===== src/rtl/cpu_types_pkg.sv =====
// Shared types for the memory stage: FSM encoding, latched request record, SC result codes.
package cpu_types_pkg;

    typedef enum logic [1:0] {
        IDLE = 2'd0,
        REQ  = 2'd1,
        DONE = 2'd2,
        ERR  = 2'd3
    } mem_state_t;

    typedef struct packed {
        logic        wen;
        logic [31:0] addr;
        logic [31:0] wdat;
    } mem_req_t;

    localparam logic [31:0] SC_OK   = 32'd0;
    localparam logic [31:0] SC_FAIL = 32'd1;

endpackage


===== src/rtl/mem_link_reg.sv =====
// LR/SC reservation: one valid bit plus the reserved word address.
// A matching snoop invalidate beats a same-cycle LR set.
module mem_link_reg (
    input  logic        CLK,
    input  logic        nRST,
    input  logic        set_i,
    input  logic [31:0] set_addr_i,
    input  logic        clr_i,
    input  logic        inv_i,
    input  logic [31:0] inv_addr_i,
    output logic        valid_o,
    output logic [31:0] addr_o
);
    logic        valid_q;
    logic [31:0] addr_q;
    logic        inv_hit;

    // Match the live link or the address about to be linked this cycle.
    assign inv_hit = inv_i & ((valid_q & (addr_q == inv_addr_i)) |
                              (set_i & (set_addr_i == inv_addr_i)));

    always_ff @(posedge CLK or negedge nRST) begin
        if (!nRST) begin
            valid_q <= 1'b0;
            addr_q  <= '0;
        end else if (inv_hit) begin
            valid_q <= 1'b0;
        end else if (set_i) begin
            valid_q <= 1'b1;
            addr_q  <= set_addr_i;
        end else if (clr_i) begin
            valid_q <= 1'b0;
        end
    end

    assign valid_o = valid_q;
    assign addr_o  = addr_q;

endmodule


===== src/rtl/mem_stage.sv =====
// Memory stage: single outstanding load/store to the data cache with timeout.
// Optional LR/SC support is compiled in with MEM_LRSC_EN.
module mem_stage
    import cpu_types_pkg::*;
#(
    parameter int MAX_WAIT = 255
) (
    input  logic        CLK,
    input  logic        nRST,
    input  logic        dREN_i,
    input  logic        dWEN_i,
    input  logic [31:0] addr_i,
    input  logic [31:0] wdat_i,
    input  logic        datomic_i,
    input  logic        flush_i,
    output logic        dmemREN,
    output logic        dmemWEN,
    output logic [31:0] dmemaddr,
    output logic [31:0] dmemstore,
    input  logic        dhit,
    input  logic [31:0] dmemload,
    input  logic        ccinv_i,
    input  logic [31:0] ccaddr_i,
    output logic        stall_o,
    output logic        done_o,
    output logic [31:0] ldata_o,
    output logic        err_o
);
    localparam logic [7:0] WAIT_LAST = 8'(MAX_WAIT - 1);

    mem_state_t  state, nxt_state;
    mem_req_t    req_q;
    logic [7:0]  wait_cnt;
    logic [31:0] ldata_q, ld_nxt;
    logic        ld_cap;
    logic        pend;

    assign pend = (dREN_i | dWEN_i) & ~flush_i;

`ifdef MEM_LRSC_EN
    logic        atom_q;
    logic        lr_done, sc_done, sc_fail;
    logic        link_valid;
    logic [31:0] link_addr;

    // SC that cannot succeed is resolved in IDLE without touching the cache.
    assign sc_fail = dWEN_i & ~dREN_i & datomic_i &
                     ~(link_valid & (link_addr == addr_i));

    mem_link_reg u_link (
        .CLK        (CLK),
        .nRST       (nRST),
        .set_i      (lr_done),
        .set_addr_i (req_q.addr),
        .clr_i      (sc_done),
        .inv_i      (ccinv_i),
        .inv_addr_i (ccaddr_i),
        .valid_o    (link_valid),
        .addr_o     (link_addr)
    );
`else
    logic unused_atomic;
    assign unused_atomic = ^{datomic_i, ccinv_i, ccaddr_i};
`endif

    always_comb begin
        nxt_state = state;
        stall_o   = 1'b0;
        done_o    = 1'b0;
        dmemREN   = 1'b0;
        dmemWEN   = 1'b0;
        ld_cap    = 1'b0;
        ld_nxt    = dmemload;
`ifdef MEM_LRSC_EN
        lr_done   = 1'b0;
        sc_done   = 1'b0;
`endif
        unique case (state)
            IDLE: begin
                if (pend) begin
                    stall_o   = 1'b1;
                    nxt_state = REQ;
`ifdef MEM_LRSC_EN
                    if (sc_fail) begin
                        nxt_state = DONE;
                        ld_cap    = 1'b1;
                        ld_nxt    = SC_FAIL;
                        sc_done   = 1'b1;
                    end
`endif
                end
            end
            REQ: begin
                stall_o = 1'b1;
                dmemREN = ~req_q.wen;
                dmemWEN = req_q.wen;
                // A hit wins over a same-cycle flush or timeout.
                if (dhit) begin
                    nxt_state = DONE;
                    ld_cap    = ~req_q.wen;
`ifdef MEM_LRSC_EN
                    if (atom_q) begin
                        if (req_q.wen) begin
                            ld_cap  = 1'b1;
                            ld_nxt  = SC_OK;
                            sc_done = 1'b1;
                        end else begin
                            lr_done = 1'b1;
                        end
                    end
`endif
                end else if (flush_i && !req_q.wen) begin
                    nxt_state = IDLE;
                end else if (wait_cnt == WAIT_LAST) begin
                    nxt_state = ERR;
                end
            end
            DONE: begin
                done_o    = 1'b1;
                nxt_state = IDLE;
            end
            ERR: begin
                stall_o = 1'b1;
            end
            default: nxt_state = IDLE;
        endcase
    end

    always_ff @(posedge CLK or negedge nRST) begin
        if (!nRST) begin
            state    <= IDLE;
            req_q    <= '0;
            wait_cnt <= '0;
            ldata_q  <= '0;
`ifdef MEM_LRSC_EN
            atom_q   <= 1'b0;
`endif
        end else begin
            state <= nxt_state;
            if (state == IDLE && pend) begin
                req_q.wen  <= dWEN_i & ~dREN_i;
                req_q.addr <= addr_i;
                req_q.wdat <= wdat_i;
`ifdef MEM_LRSC_EN
                atom_q     <= datomic_i;
`endif
            end
            // Held at zero while idle so every REQ entry starts from zero.
            if (state == IDLE)
                wait_cnt <= '0;
            else if (state == REQ)
                wait_cnt <= wait_cnt + 8'd1;
            if (ld_cap)
                ldata_q <= ld_nxt;
        end
    end

    assign dmemaddr  = req_q.addr;
    assign dmemstore = req_q.wdat;
    assign ldata_o   = ldata_q;
    assign err_o     = (state == ERR);

endmodule

===== config.mk =====
export PLATFORM = sky130hd
export DESIGN_NAME = mem_stage
export DESIGN_NICKNAME = d
export VERILOG_FILES = /design/src/rtl/cpu_types_pkg.sv /design/src/rtl/mem_link_reg.sv /design/src/rtl/mem_stage.sv
export SDC_FILE = /design/constraint.sdc
export NUM_CORES = 1
export LEC_CHECK = 0
export BUFFER_PORTS_ARGS = -buffer_cell sky130_fd_sc_hd__buf_4
export CORE_MARGIN = 2
export CORE_UTILIZATION = 49
export DETAILED_ROUTE_END_ITERATION = 10
export PLACE_DENSITY = 0.95
export SYNTH_ARGS = -nofsm -noshare
export SYNTH_HDL_FRONTEND = slang
export SYNTH_SLANG_ARGS = --single-unit
export TNS_END_PERCENT = 10

===== constraint.sdc =====
create_clock -name CLK -period 2.9 [get_ports CLK]
set_input_delay 0.435 -clock CLK [delete_from_list [all_inputs] [get_ports CLK]]
set_output_delay 0.435 -clock CLK [all_outputs]
set_load 0.005 [all_outputs]

# == After elaboration in Yosys (flattened, before gate mapping) ==
# Cells that the tools add are included.
# classes
add_sub_neg,1
multipliers,0
n_div,0
n_lt_le_gt_ge,0
eq_ne,6
shifts,0
n_mux,14
n_bitwise,6
reduce_logical,8
# ops
operator,n
8-bit 2-to-1 mux,2
8-bit by 1-bit adder with 8-bit output (second input constant),1
8-bit == test (second input constant),1
2-bit 2-to-1 mux,4
1-bit 2-to-1 mux,6
2-bit case mux with 3 select lines,1
2-bit == test (second input constant),2
4-bit != test (second input constant),1
1-bit inverter,3
3-bit AND reduction,1
3-bit nonzero test,1
1-bit bitwise AND,2
2-bit by 1-bit == test with 1-bit output (second input constant),1
1-bit logical AND,2
2-bit logical NOT,1
2-bit != test (second input constant),1
1-bit case mux with 2 select lines,1
2-bit nonzero test,1
2-bit OR reduction,1
1-bit logical NOT,1
1-bit bitwise OR,1
# totals
ff_bits,107
latch_bits,0
mem_bits_rw,0
mem_bits_ro,0
in_bits,136
elab_cells,41
memories,0

# == Logic depth before layout (Yosys ltp) ==
# logic_depth
depth_word,5
ltp_mapped,6
depth_no_buf,5

# == Worst setup path after synthesis ==
# Ideal clock, no wire load.
# synth_path
path_type,register to register
startpoint,reg state[1]
endpoint,reg ldata_q[10] (netlist: ldata_o[10])
setup_ps,125
arrival_ps,1540
required_time_ps,2775
setup_slack_ps,1235
stages_incl_launch_ff,7
path_buffers,3
path_cell_list,dfrtp_1 -> buf_6 -> nand2b_4 -> buf_6 -> nor3b_4 -> buf_6 -> mux2_2
# synth_via
elab_chain_len,2
# synth_lines
item,line,source
start: declaration,mem_stage.sv:31,"mem_state_t state, nxt_state;"
start signal: assignment,mem_stage.sv:139,state <= nxt_state;
2-bit by 1-bit == test with 1-bit output,mem_stage.sv:78,unique case (state)
1-bit 2-to-1 mux,mem_stage.sv:78,
end signal: assignment,mem_stage.sv:154,ldata_q <= ld_nxt;
end: declaration,mem_stage.sv:34,"logic [31:0] ldata_q, ld_nxt;"
# No other way between the ends.
# A chain may end at the register's enable or synchronous reset.

# == Worst setup path in the final report ==
# layout_path
startpoint,reg state[1]
endpoint,out dmemREN
# layout_via
elab_chain_len,2
# layout_lines
item,line,source
2-bit by 1-bit == test with 1-bit output,mem_stage.sv:78,
1-bit 2-to-1 mux,mem_stage.sv:78,
end: declaration,mem_stage.sv:16,"output logic dmemREN,"
# No other way between the ends.

==> results.ini <==
[sta]
slew_headroom_pct = 58.3
setup_viol = 0
setup_tns_ps = 0
max_freq_ghz = 0.499
slew_violations = 0
setup_ws_ps = 895
worstMarginPinSlew_ps = 625
fin_crit_sh_pct = 69.1
hold_violations = 0
rsz0062_at_grt = false
skew_ps = 11.5
timing.final.crit_period_ps = 2010

[synth]
syn_area_per_cell_sq_um = 14.0
netlist_instances = 338
synth_seq_cells = 107
ys.warnings.count = 0
yosysSeqAreaShare_pct = 56.7
syn-num-nets = 476
syn_area_sq_um = 4720
synth.distinct_cells = 28

[final_layout]
drive_gt1_share_pct = 65.9
multi_input_area_sq_um = 1440
fin_nets = 614
syn_to_final_growth_pct = 28.5
antenna_cells = 0
regArea_sq_um = 2680
fill_cells = 697

[global_route]
grt_pass1_vias = 3192
grt_usage_pct = 18.9
grt_pass1_wl_microns = 15400
grt-ovfl-total = 0
grt_max_degree = 66
antenna_found_initial = 0

[clock_tree]
cts_hold_buffers = 0
h-tree-depth = 3
clockBufferDepth = 2
cts-root-buf = clkbuf_8
cts_setup_buffers = 0
cts_inserted_buffers = 9
cts_tree = yes
clk_pin_slew_ps = 110
clock_sinks = 107
cts_resized = 0
clk-insertion-delay-late_ps = 360

[setup_path]
critPathMaxStageDelay_ps = 720
slowest_stage = dfrtp_1
cp-end-kind = output pin
critPathRequiredTime_ps = 2470
worstPathArrival_ps = 1570
crit_chain = nand2b_4 > nor2_1 > buf_4
cp-start-kind = flip-flop
crit_fanout = 18
worstPathBufferInverterCount = 1
critPathKind = flip-flop to output pin
path_delay_family = flip-flops

[min_path]
min_path_type = primary input to asynchronous set/reset pin

[pwr]
leakage_nw = 2.88
peakVddDrop_uv = 640
p_seq_share_pct = 43.9
powerDensity_nw_per_um2 = 998
swShare_pct = 29.6
pwr-share-clk_pct = 15.9
p_int_mw = 4.26
pwr-share-comb_pct = 40.3
p_sw_mw = 1.79

[drt]
drt-initial-drc-count = 51
drc = 0
wl_per_cell_microns = 16.0
via_count = 2965
routed_via_density = 4.86
drt-total-wl_microns = 9750
dr.pass1.iters = 4
ant_nets = 0

[die]
ios = 237
rows = 35
core_region_area_sq_um = 9280
die_y_microns = 102
initial_core_util_pct = 50.8
dieArea_sq_um = 10400
die_x_microns = 102

[run]
drv_cap = 0

[status]
status = completed

[placement]
io_buffers = 202
pre_cts_ws_ps = 914
place_hpwl_microns = 7440
place.gp.congestion = 0.851

==> worst paths after layout <==
kind	to	startpoint	slack (ps)	cells after the start
worst min-delay path	dmemaddr[28]	nRST	70	1
worst min register to register	ldata_o[2]	ldata_o[2]	510	1
min in group CLK	ldata_o[11]	dmemload[11]	280	2
worst max register to register	ldata_o[24]	state[1]	890	4
worst max-delay path	dmemREN	state[1]	890	3
max in group asynchronous	dmemaddr[0]	nRST	2060	2
==> synth_stat cells <==
master	number	area share [%]
dfrtp_1	107	57
mux2_2	94	22
buf_4	69	11
nand2_1	10	0.80
nand3_1	6	0.64
nor2_1	6	0.48
buf_6	5	1.2
o21ai_0	5	0.53
inv_1	4	0.32
mux2i_1	4	0.85
buf_2	3	0.32
o211ai_1	3	0.48
or4_1	3	0.48
ha_1	2	0.53
mux2_1	2	0.48
nand4_1	2	0.26
nor2b_1	2	0.26
a21o_1	1	0.16
and2_1	1	0.13
clkbuf_1	1	0.079
nand2b_1	1	0.13
nand2b_4	1	0.29
nor3b_4	1	0.40
nor4_1	1	0.13
nor4_4	1	0.45
o21bai_1	1	0.16
o31a_1	1	0.19
o31ai_1	1	0.16
==> power groups by stage <==
stage                     Sequential (mW)  Clock (mW)  Combinational, mW
after floorplan                      2.55           0               1.77
after global placement               2.63           0               2.39
after detailed placement             2.70           0               2.48
after CTS                            2.67       0.980               2.48
after global routing                 2.76        1.04               2.65
final                                2.66       0.960               2.44
==> layout make-up <==
class / instances / share of cell area, %
Sequential cell: 107 / 44.2
Clock buffer: 11 / 2.33
Tap cell: 129 / 2.66
Multi-Input combinational cell: 149 / 23.7
Clock inverter: 5 / 1.16
Timing Repair Buffer: 205 / 25.8
Inverter: 4 / 0.248
==> sequential cells by signal (all words and copies together) (netlist names) <==
register and flops:
req_q 1, dmemaddr 32, wait_cnt 8, dmemstore 32, ldata_o 32, state 2
==> stage by stage <==
stage | hold slack (ps) | instances | util [%] | total power, mW | area, sq um
after floorplan | 139 | 338 | - | 4.32 | 4720
after global placement | 471 | 594 | 63.0 | 5.02 | 5850
after detailed placement | 482 | 594 | 63.0 | 5.18 | 5850
after CTS | 87.5 | 610 | 65.3 | 6.13 | 6060
after global routing | 115 | 610 | 65.3 | 6.45 | 6060
final | 74.3 | 610 | 65.3 | 6.05 | 6060
==> cells in the final DEF, fill, tap and decap left out <==
cell type  count
clkinv_4       2
bufinv_16      1
a21o_1         1
nand2b_1       1
clkbuf_1       1
o31a_1         1
o31ai_1        1
nand3_1        6
or4_1          3
ha_1           2
o21ai_0        5
nor4_1         1
dfrtp_1      107
inv_1          4
buf_4        203
nor3b_4        1
and2_1         1
nand4_1        2
mux2_1         2
nand2b_4       1
buf_12         2
nor4_4         1
o211ai_1       3
nor2_1         6
mux2_2        94
nor2b_1        2
mux2i_1        4
nand2_1       10
inv_8          2
clkbuf_8      10
o21bai_1       1
==> layer usage <==
layer | vias up | GRT usage [%] | share of wire, %
li1 | 1366 | - | -
met1 | 1447 | 21.6 | 37
met2 | 134 | 34.6 | 53
met5 | - | 0 | 0
met4 | 0 | 6.87 | 2.2
met3 | 18 | 4.45 | 7.9
==> kinds of logic after synthesis <==
group	Yosys count	share of synthesized area, %
compound gates	12	1.67
fa+ha+maj	2	0.530
buf+inv	82	12.9
flops	107	56.7
mux	100	23.7
simple gates	35	4.45
(Power assumes the default switching activity.)
